[config.mk]
export PLATFORM = sky130hd
export DESIGN_NAME = aoi22_stim_sequencer
export DESIGN_NICKNAME = d
export VERILOG_FILES = /design/src/rtl/aoi22_stim_sequencer.sv
export SDC_FILE = /design/constraint.sdc
export NUM_CORES = 1
export LEC_CHECK = 0
export CORE_MARGIN = 5
export CORE_UTILIZATION = 53
export DETAILED_ROUTE_END_ITERATION = 6
export GPL_TIMING_DRIVEN = 1
export HOLD_SLACK_MARGIN = 0.12
export PLACE_DENSITY_LB_ADDON = 0.05
export SLEW_MARGIN = 30
export SYNTH_ARGS = -nofsm -noshare
export SYNTH_HDL_FRONTEND = slang
export SYNTH_SLANG_ARGS = --single-unit
[constraint.sdc]
create_clock -name CLK -period 2 [get_ports CLK]
set_input_delay 0.2 -clock CLK [delete_from_list [all_inputs] [get_ports CLK]]
set_output_delay 0.2 -clock CLK [all_outputs]
set_load 0.02 [all_outputs]
[src/rtl/aoi22_stim_sequencer.sv]
// Drives all 16 input vectors into one AOI22X1, samples QN at the end of each hold, counts mismatches and QN toggles.
// Define STIM_GRAY_EN to sweep in Gray order instead of binary order.
module aoi22_stim_sequencer #(
   parameter int HOLD  = 4,
   parameter int LOOPS = 1,
   parameter int CNT_W = 8
) (
   input  logic             CLK,
   input  logic             RST,
   input  logic             START,
   input  logic             QN,
   output logic             IN1,
   output logic             IN2,
   output logic             IN3,
   output logic             IN4,
   output logic             BUSY,
   output logic             DONE,
   output logic             PASS,
   output logic [CNT_W-1:0] ERR_CNT,
   output logic [CNT_W-1:0] TGL_CNT,
   output logic [3:0]       FAIL_VEC
);

   localparam int HOLD_W = (HOLD > 2) ? $clog2(HOLD) : 1;
   localparam int LOOP_W = (LOOPS > 1) ? $clog2(LOOPS) : 1;
   localparam logic [HOLD_W-1:0] HOLD_LAST = HOLD_W'(HOLD - 1);
   localparam logic [LOOP_W-1:0] LOOP_LAST = LOOP_W'(LOOPS - 1);
   localparam logic [CNT_W-1:0]  CNT_MAX   = {CNT_W{1'b1}};

   typedef enum logic [1:0] {
      S_IDLE  = 2'd0,
      S_APPLY = 2'd1,
      S_FIN   = 2'd2
   } state_t;

   state_t            state_q, state_d;
   logic [3:0]        idx_q, idx_d;
   logic [HOLD_W-1:0] hold_q, hold_d;
   logic [LOOP_W-1:0] loop_q, loop_d;
   logic              prev_q, prev_d;
   logic              first_q, first_d;
   logic [3:0]        stim_q, stim_d;
   logic              busy_q, busy_d;
   logic              done_q, done_d;
   logic              pass_q, pass_d;
   logic [CNT_W-1:0]  err_cnt_q, err_cnt_d;
   logic [CNT_W-1:0]  tgl_cnt_q, tgl_cnt_d;
   logic [3:0]        fail_vec_q, fail_vec_d;
   logic [3:0]        cur_vec;

   function automatic logic [3:0] vec_of(input logic [3:0] i);
`ifdef STIM_GRAY_EN
      return i ^ (i >> 1);
`else
      return i;
`endif
   endfunction

   function automatic logic aoi22_ref(input logic [3:0] v);
      return ~((v[0] & v[1]) | (v[2] & v[3]));
   endfunction

   assign cur_vec = vec_of(idx_q);

   always_comb begin
      state_d    = state_q;
      idx_d      = idx_q;
      hold_d     = hold_q;
      loop_d     = loop_q;
      prev_d     = prev_q;
      first_d    = first_q;
      stim_d     = stim_q;
      busy_d     = busy_q;
      done_d     = 1'b0;
      pass_d     = pass_q;
      err_cnt_d  = err_cnt_q;
      tgl_cnt_d  = tgl_cnt_q;
      fail_vec_d = fail_vec_q;

      case (state_q)
         S_IDLE: begin
            stim_d = 4'b0000;
            busy_d = 1'b0;
            if (START) begin
               err_cnt_d  = '0;
               tgl_cnt_d  = '0;
               fail_vec_d = 4'b0000;
               pass_d     = 1'b0;
               idx_d      = 4'd0;
               hold_d     = '0;
               loop_d     = '0;
               first_d    = 1'b1;
               stim_d     = vec_of(4'd0);
               busy_d     = 1'b1;
               state_d    = S_APPLY;
            end
         end

         S_APPLY: begin
            busy_d = 1'b1;
            stim_d = cur_vec;
            hold_d = hold_q + HOLD_W'(1);
            if (hold_q == HOLD_LAST) begin
               // QN here reflects the vector driven for the whole hold window
               if (QN != aoi22_ref(cur_vec)) begin
                  if (err_cnt_q != CNT_MAX)
                     err_cnt_d = err_cnt_q + CNT_W'(1);
                  if (err_cnt_q == '0)
                     fail_vec_d = cur_vec;
               end
               if (!first_q && (QN != prev_q) && (tgl_cnt_q != CNT_MAX))
                  tgl_cnt_d = tgl_cnt_q + CNT_W'(1);
               prev_d  = QN;
               first_d = 1'b0;
               hold_d  = '0;
               idx_d   = idx_q + 4'd1;
               stim_d  = vec_of(idx_d);
               if (idx_q == 4'd15) begin
                  loop_d = loop_q + LOOP_W'(1);
                  if (loop_q == LOOP_LAST) begin
                     state_d = S_FIN;
                     busy_d  = 1'b0;
                     done_d  = 1'b1;
                     stim_d  = 4'b0000;
                     pass_d  = (err_cnt_d == '0);
                  end
               end
            end
         end

         S_FIN: begin
            stim_d  = 4'b0000;
            busy_d  = 1'b0;
            state_d = S_IDLE;
         end

         default: begin
            stim_d  = 4'b0000;
            busy_d  = 1'b0;
            state_d = S_IDLE;
         end
      endcase
   end

   always_ff @(posedge CLK) begin
      if (RST) begin
         state_q    <= S_IDLE;
         idx_q      <= 4'd0;
         hold_q     <= '0;
         loop_q     <= '0;
         prev_q     <= 1'b0;
         first_q    <= 1'b0;
         stim_q     <= 4'b0000;
         busy_q     <= 1'b0;
         done_q     <= 1'b0;
         pass_q     <= 1'b0;
         err_cnt_q  <= '0;
         tgl_cnt_q  <= '0;
         fail_vec_q <= 4'b0000;
      end else begin
         state_q    <= state_d;
         idx_q      <= idx_d;
         hold_q     <= hold_d;
         loop_q     <= loop_d;
         prev_q     <= prev_d;
         first_q    <= first_d;
         stim_q     <= stim_d;
         busy_q     <= busy_d;
         done_q     <= done_d;
         pass_q     <= pass_d;
         err_cnt_q  <= err_cnt_d;
         tgl_cnt_q  <= tgl_cnt_d;
         fail_vec_q <= fail_vec_d;
      end
   end

   assign IN1      = stim_q[0];
   assign IN2      = stim_q[1];
   assign IN3      = stim_q[2];
   assign IN4      = stim_q[3];
   assign BUSY     = busy_q;
   assign DONE     = done_q;
   assign PASS     = pass_q;
   assign ERR_CNT  = err_cnt_q;
   assign TGL_CNT  = tgl_cnt_q;
   assign FAIL_VEC = fail_vec_q;

endmodule

==> metrics <==
GPL Wtd Cong 0.941; worst-path cell chain ha_1, and3_1, a211oi_4, o21ai_2, or4_1, a21oi_1; R2R Setup Slk 0.13 ns; initial DRC count 131; Root Driver clkbuf_4; Die H 70.2 µm; CTS Buf Count 5; drc violations 0; setup violators final 0; Post-Syn Area per Cell 8.28 µm²; Synth Net Count 241; Max transition margin 0.710; LEAKAGE 0.859 nW; Worst Hold Class flop to flop; CTS tree built; pin count of the biggest net entering global routing 18; Initial Util 0.562; number of max-cap violations 0; pwr dens 517 nW/µm²; Max Slew Vio Count 0; Hold Buf Count CTS 0; total global routing overflow 0; fin cells 325; Crit. End Element flop; Total Wirelength 4.78 mm; Logic pwr share 0.085; Cells after Synth 232; CP Class flop to flop; post-CTS setup buffers 0; Flop pwr share 0.611; Startpoint Class flop; fin nets 288; CP max stage cell or4_1; Via density 5.71; Final ANT Viol Nets 0; post-synthesis sequential area ratio 0.396; final worst slack 0.130 ns; Synth Flop Type dfxtp_1; commonest non-fill, non-tap cells in the layout dfxtp_1, clkdlybuf4s50_1, nand2_1, buf_4, a21oi_1; core footprint 3420 µm²; Die Span X 70.2 µm; fin crit share 0.935; # diodes 0; clk sinks 38; FP Rows 21; DP Worst Slack 0.0165 ns; EDFF count, synth 0; GRT Total Usage 0.207; FFs w/ async S/R, synth 0; Post-Layout Inst Area 2440 µm²; Total Power 1.26 mW; Hold WS 0.479 ns; Crit path required time 2.29 ns; 1st-pass router iterations 4; num ports 31; Largest stage delay, worst path 0.48 ns; clk buf depth 2; clk slew on worst S/H paths 0.11 ns; fmax 0.535 GHz; post-CTS sizing 0; port bufs 30; fin crit period 1.87 ns; synthesized area 1920 µm²; wire length of the first global-routing pass 8.31 mm; worst clock skew 0.0137 ns; P&R area growth vs syn 27.0%; clk_lat worst skew 0.35 ns; proportion of layout cells with a drive suffix above 1 0.136; synthesized flop and latch total 38; Psw 0.321 mW; switch share 0.255; crit path DAT 2.16 ns; Synthesis Warnings 0; final core utilization 0.714; CP Max Fanout 4; die area 4930 µm²; CTS H-tree lvls 2; setup TNS 0 ns; worst-margin pin slew 0.430 ns; maximum vdd drop 419 µV; Internal 0.939 mW; DP Wirelength 3.49 mm; RSZ-0062 raised after global routing no; wire length per cell 14.7 µm; vias in the first global route 1,722; DP Cell Count 318; clock group share of total power 0.304; post-place instance area 2390 µm²; most common cell after layout, fill and taps aside dfxtp_1; status finished, final reports clean; via count 1,855; synth unique cells 50; final hold violations 0; initial antenna violation count 0
-- final timing paths --
path / from / to / cells after the start
max: TGL_CNT[0] / TGL_CNT[7] / 6
min: loop_q / loop_q / 2
max reg2reg: TGL_CNT[0] / TGL_CNT[7] / 6
min reg2reg: loop_q / loop_q / 2
-- critical path: cells and delay by family (launching register included) --
| kind | cells | cell delay, ns |
|---|---|---|
| compound gates | 3 | 0.52 |
| simple gates | 2 | 0.71 |
| fa+ha+maj | 1 | 0.23 |
| flops | 1 | 0.36 |
-- state kept, by name (all words and copies together) (netlist names) --
signal / cells
hold_q: 2
TGL_CNT: 8
PASS: 1
first_q: 1
FAIL_VEC: 4
loop_q: 1
cur_vec: 4
state_q: 2
BUSY: 1
stim_q: 4
DONE: 1
ERR_CNT: 8
prev_q: 1
-- cell usage after synthesis (all sizes together), types with 2 or more instances --
library cell	instances	area, µm²
nor4	3	18.8
clkbuf	8	31.3
nand2	25	93.8
or3	3	18.8
nand3	7	35.0
buf	4	18.8
a22oi	3	22.5
a311oi	2	17.5
mux2i	2	20.0
nor2b	2	12.5
dfxtp	38	761
and4	3	26.3
o31ai	2	15.0
and2	3	20.0
nor2	18	67.6
inv	7	26.3
ha	5	62.6
o211ai	2	15.0
a21oi	23	130
xnor2	5	43.8
nor3	14	70.1
and3	6	37.5
or2	2	12.5
a31oi	3	18.8
o21ai	12	63.8
o2111ai	4	35.0
a211oi	2	27.5
a21o	2	15.0
o22ai	2	12.5
xor2	7	61.3
-- power by group through the flow --
stage,sequential (mW),clock (mW),combinational (mW)
after global placement,0.787,0,0.104
after global routing,0.771,0.442,0.115
after CTS,0.770,0.389,0.106
after detailed placement,0.787,0,0.105
final,0.770,0.383,0.107
after floorplan,0.788,0,0.0601
-- metal layers --
| layer | wire length (µm) | global-route usage | share of wire | vias up |
|---|---|---|---|---|
| met5 | 0 | 0 | 0 | - |
| met4 | 62 | 0.0638 | 0.013 | 0 |
| met3 | 261 | 0.0516 | 0.055 | 11 |
| met2 | 2190 | 0.327 | 0.46 | 46 |
| met1 | 2260 | 0.277 | 0.47 | 870 |
| li1 | - | - | - | 928 |
-- area by class of cell --
class	count	area [µm²]
clock buffer	7	45.0
multi-input combinational	175	1080
inverter	7	26.3
tap	46	57.6
timing repair buffer	52	465
fill	278	976
sequential	38	762
-- logic make-up after synthesis --
| group | after synthesis | share of synthesized area |
|---|---|---|
| fa+ha+maj | 5 | 0.0326 |
| mux | 3 | 0.0163 |
| buf+inv | 19 | 0.0397 |
| compound gates | 64 | 0.225 |
| xor+xnor | 12 | 0.0547 |
| simple gates | 91 | 0.235 |
| flops | 38 | 0.396 |
No activity file was read; power rests on OpenSTA's default activity.
==> edit: new RTL, same flow settings <==
The option `STIM_GRAY_EN` is turned on by a define.
--- a/src/rtl/aoi22_stim_sequencer.sv
+++ b/src/rtl/aoi22_stim_sequencer.sv
@@ -1,5 +1,7 @@
 // Drives all 16 input vectors into one AOI22X1, samples QN at the end of each hold, counts mismatches and QN toggles.
 // Define STIM_GRAY_EN to sweep in Gray order instead of binary order.
+`define STIM_GRAY_EN
+
 module aoi22_stim_sequencer #(
    parameter int HOLD  = 4,
    parameter int LOOPS = 1,
Function: changed (Yosys sat finds a counterexample within 10 cycles, from zero or initial values and one cycle with RST high).
==> edit against the original RTL <==
- the flow now finishes with violations (negative setup slack)
- routed wire length increased by 9.2%
- worst setup slack got worse by 0.13 ns
- via count increased by 8.0%
- synthesized area increased by 8.1%
- sequential cell count unchanged
- combinational power increased by 14%
- design area increased by 12%
- total power increased by 15%
- largest cell class unchanged
==> edit: results (changes against the original RTL) <==
- Data arrival time of the worst path: 2.18 ns (was 2.16 ns)
- Count of placed standard cells in the final layout, fillers left out: 346 (was 325)
- Run status: finished with violations (was complete, no violations)
- Number of post-CTS setup repair buffers: 1 (was 0)
- Global routing met1 resource utilization: 0.262 (was 0.277)
- Maximum fanout along the worst path: 5 (was 4)
- Number of vias per cell after detailed routing: 5.79 (was 5.71)
- Top Family by Delay on Critical Path: compound AO/OA/AOI/OAI gates (was simple AND/OR/NAND/NOR gates)
- XOR/XNOR share of the synthesized area: 0.0500 (was 0.0547)
- Share of the yosys chip area belonging to registers: 0.366 (was 0.396)
- Hold path startpoint: FAIL_VEC[1]$_SDFFE_PP0P_ (was loop_q$_SDFFE_PP0P_)
- Main area contributors after synthesis: sky130_fd_sc_hd__dfxtp_1 (37%), sky130_fd_sc_hd__a21oi_1 (6.0%), sky130_fd_sc_hd__nor2_1 (5.4%) (was sky130_fd_sc_hd__dfxtp_1 (40%), sky130_fd_sc_hd__a21oi_1 (5.5%), sky130_fd_sc_hd__nand2_1 (4.9%))
- Leak pwr: 1.01 nW (was 0.859 nW)
- Post-detailed-route wirelength per cell: 15.1 um (was 14.7 um)
- Met3 GRT Util: 0.0455 (was 0.0516)
- Violated checks: negative setup slack
- Placed cells: 335 (was 318)
- Detailed-route wire length on metal 1: 2.46 mm (was 2.26 mm)
- Root buffer cell: sky130_fd_sc_hd__clkbuf_8 (was sky130_fd_sc_hd__clkbuf_4)
- Maximum number of pins on one net before global-route repair: 24 (was 18)
- Count of cells along the worst register-to-register path: 8 (was 6)
- Number of distinct library cell variants in the gate-level netlist after synthesis: 51 (was 50)
- Detailed-routed wire length on met3: 208 um (was 261 um)
- Cell at the slowest stage of the critical path: sky130_fd_sc_hd__dfxtp_4 (was sky130_fd_sc_hd__or4_1)
- Layout Skew: 0.0101 ns (was 0.0137 ns)
- Clock Latency Late Sink: 0.30 ns (was 0.35 ns)
- Number of design-rule violations left by the first detailed-router iteration: 140 (was 131)
- Net Sw Frac: 0.253 (was 0.255)
- Fraction of final layout cells with drive strength greater than 1: 0.188 (was 0.136)
- Worst hold slack: 0.459 ns (was 0.479 ns)
- GRT Total Usage: 0.209 (was 0.207)
- Beginning of the worst register-to-register path: idx_q[1]$_SDFFE_PP0P_ (was TGL_CNT[0]$_SDFFE_PP0P_)
- Setup-failing EPs final: 1 (was 0)
- Share of synthesized area spent on multiplexers: 0.0199 (was 0.0163)
- Net count after synthesis: 261 (was 241)
- Setup WS post-layout: -0.00263 ns (was 0.130 ns)
- Count of fill cells added during filler insertion: 285 (was 278)
- Met2 wirelength from detailed routing: 2.46 mm (was 2.19 mm)
- Average cell area after synthesis: 8.34 um2 (was 8.28 um2)
- Crit path largest cell delay: 0.38 ns (was 0.48 ns)
-- edit: cell types whose count changed after synthesis, moves of 3 or more --
cell / change
sky130_fd_sc_hd__nor2_1: +12
sky130_fd_sc_hd__nor3_1: -7
sky130_fd_sc_hd__buf_4: +6
sky130_fd_sc_hd__nand4_1: +6
sky130_fd_sc_hd__a21oi_1: +4
sky130_fd_sc_hd__a22o_1: +4
sky130_fd_sc_hd__nand2b_1: +4
sky130_fd_sc_hd__nand3_1: -4
sky130_fd_sc_hd__o2111ai_1: -4
sky130_fd_sc_hd__xor2_1: -4
sky130_fd_sc_hd__clkbuf_1: -3
sky130_fd_sc_hd__ha_1: +3
sky130_fd_sc_hd__nor3b_1: +3
sky130_fd_sc_hd__o21ai_0: +3
-- edit: power by group through the flow --
stage / Clock, mW / Sequential, mW / Combinational [mW]
2_1_floorplan: 0 / 0.786 / 0.0695
4_1_cts: 0.572 / 0.768 / 0.114
5_1_grt: 0.602 / 0.766 / 0.132
3_5_place_dp: 0 / 0.786 / 0.112
3_3_place_gp: 0 / 0.785 / 0.110
6_report: 0.569 / 0.765 / 0.122
-- edit: cell type report --
| class | instances | share of cell area |
|---|---|---|
| clock inverters | 2 | 0.00460 |
| inverters | 5 | 0.00689 |
| multi-input cells | 193 | 0.477 |
| clock buffers | 6 | 0.0303 |
| flip-flops and latches | 38 | 0.283 |
| well taps | 48 | 0.0221 |
| repair buffers | 54 | 0.176 |
-- edit: per-stage QoR --
stage	instance area (um2)	setup slack, ns	setup TNS, ns	total power [mW]
final	2720	-0.00263	-0.00263	1.46
after floorplan	2080	0.0602	0	0.855
after CTS	2640	0.0142	0	1.45
after global routing	2720	-0.0918	-0.123	1.50
after detailed placement	2520	-0.0529	-0.0750	0.897
after global placement	2520	-0.0342	-0.0394	0.895
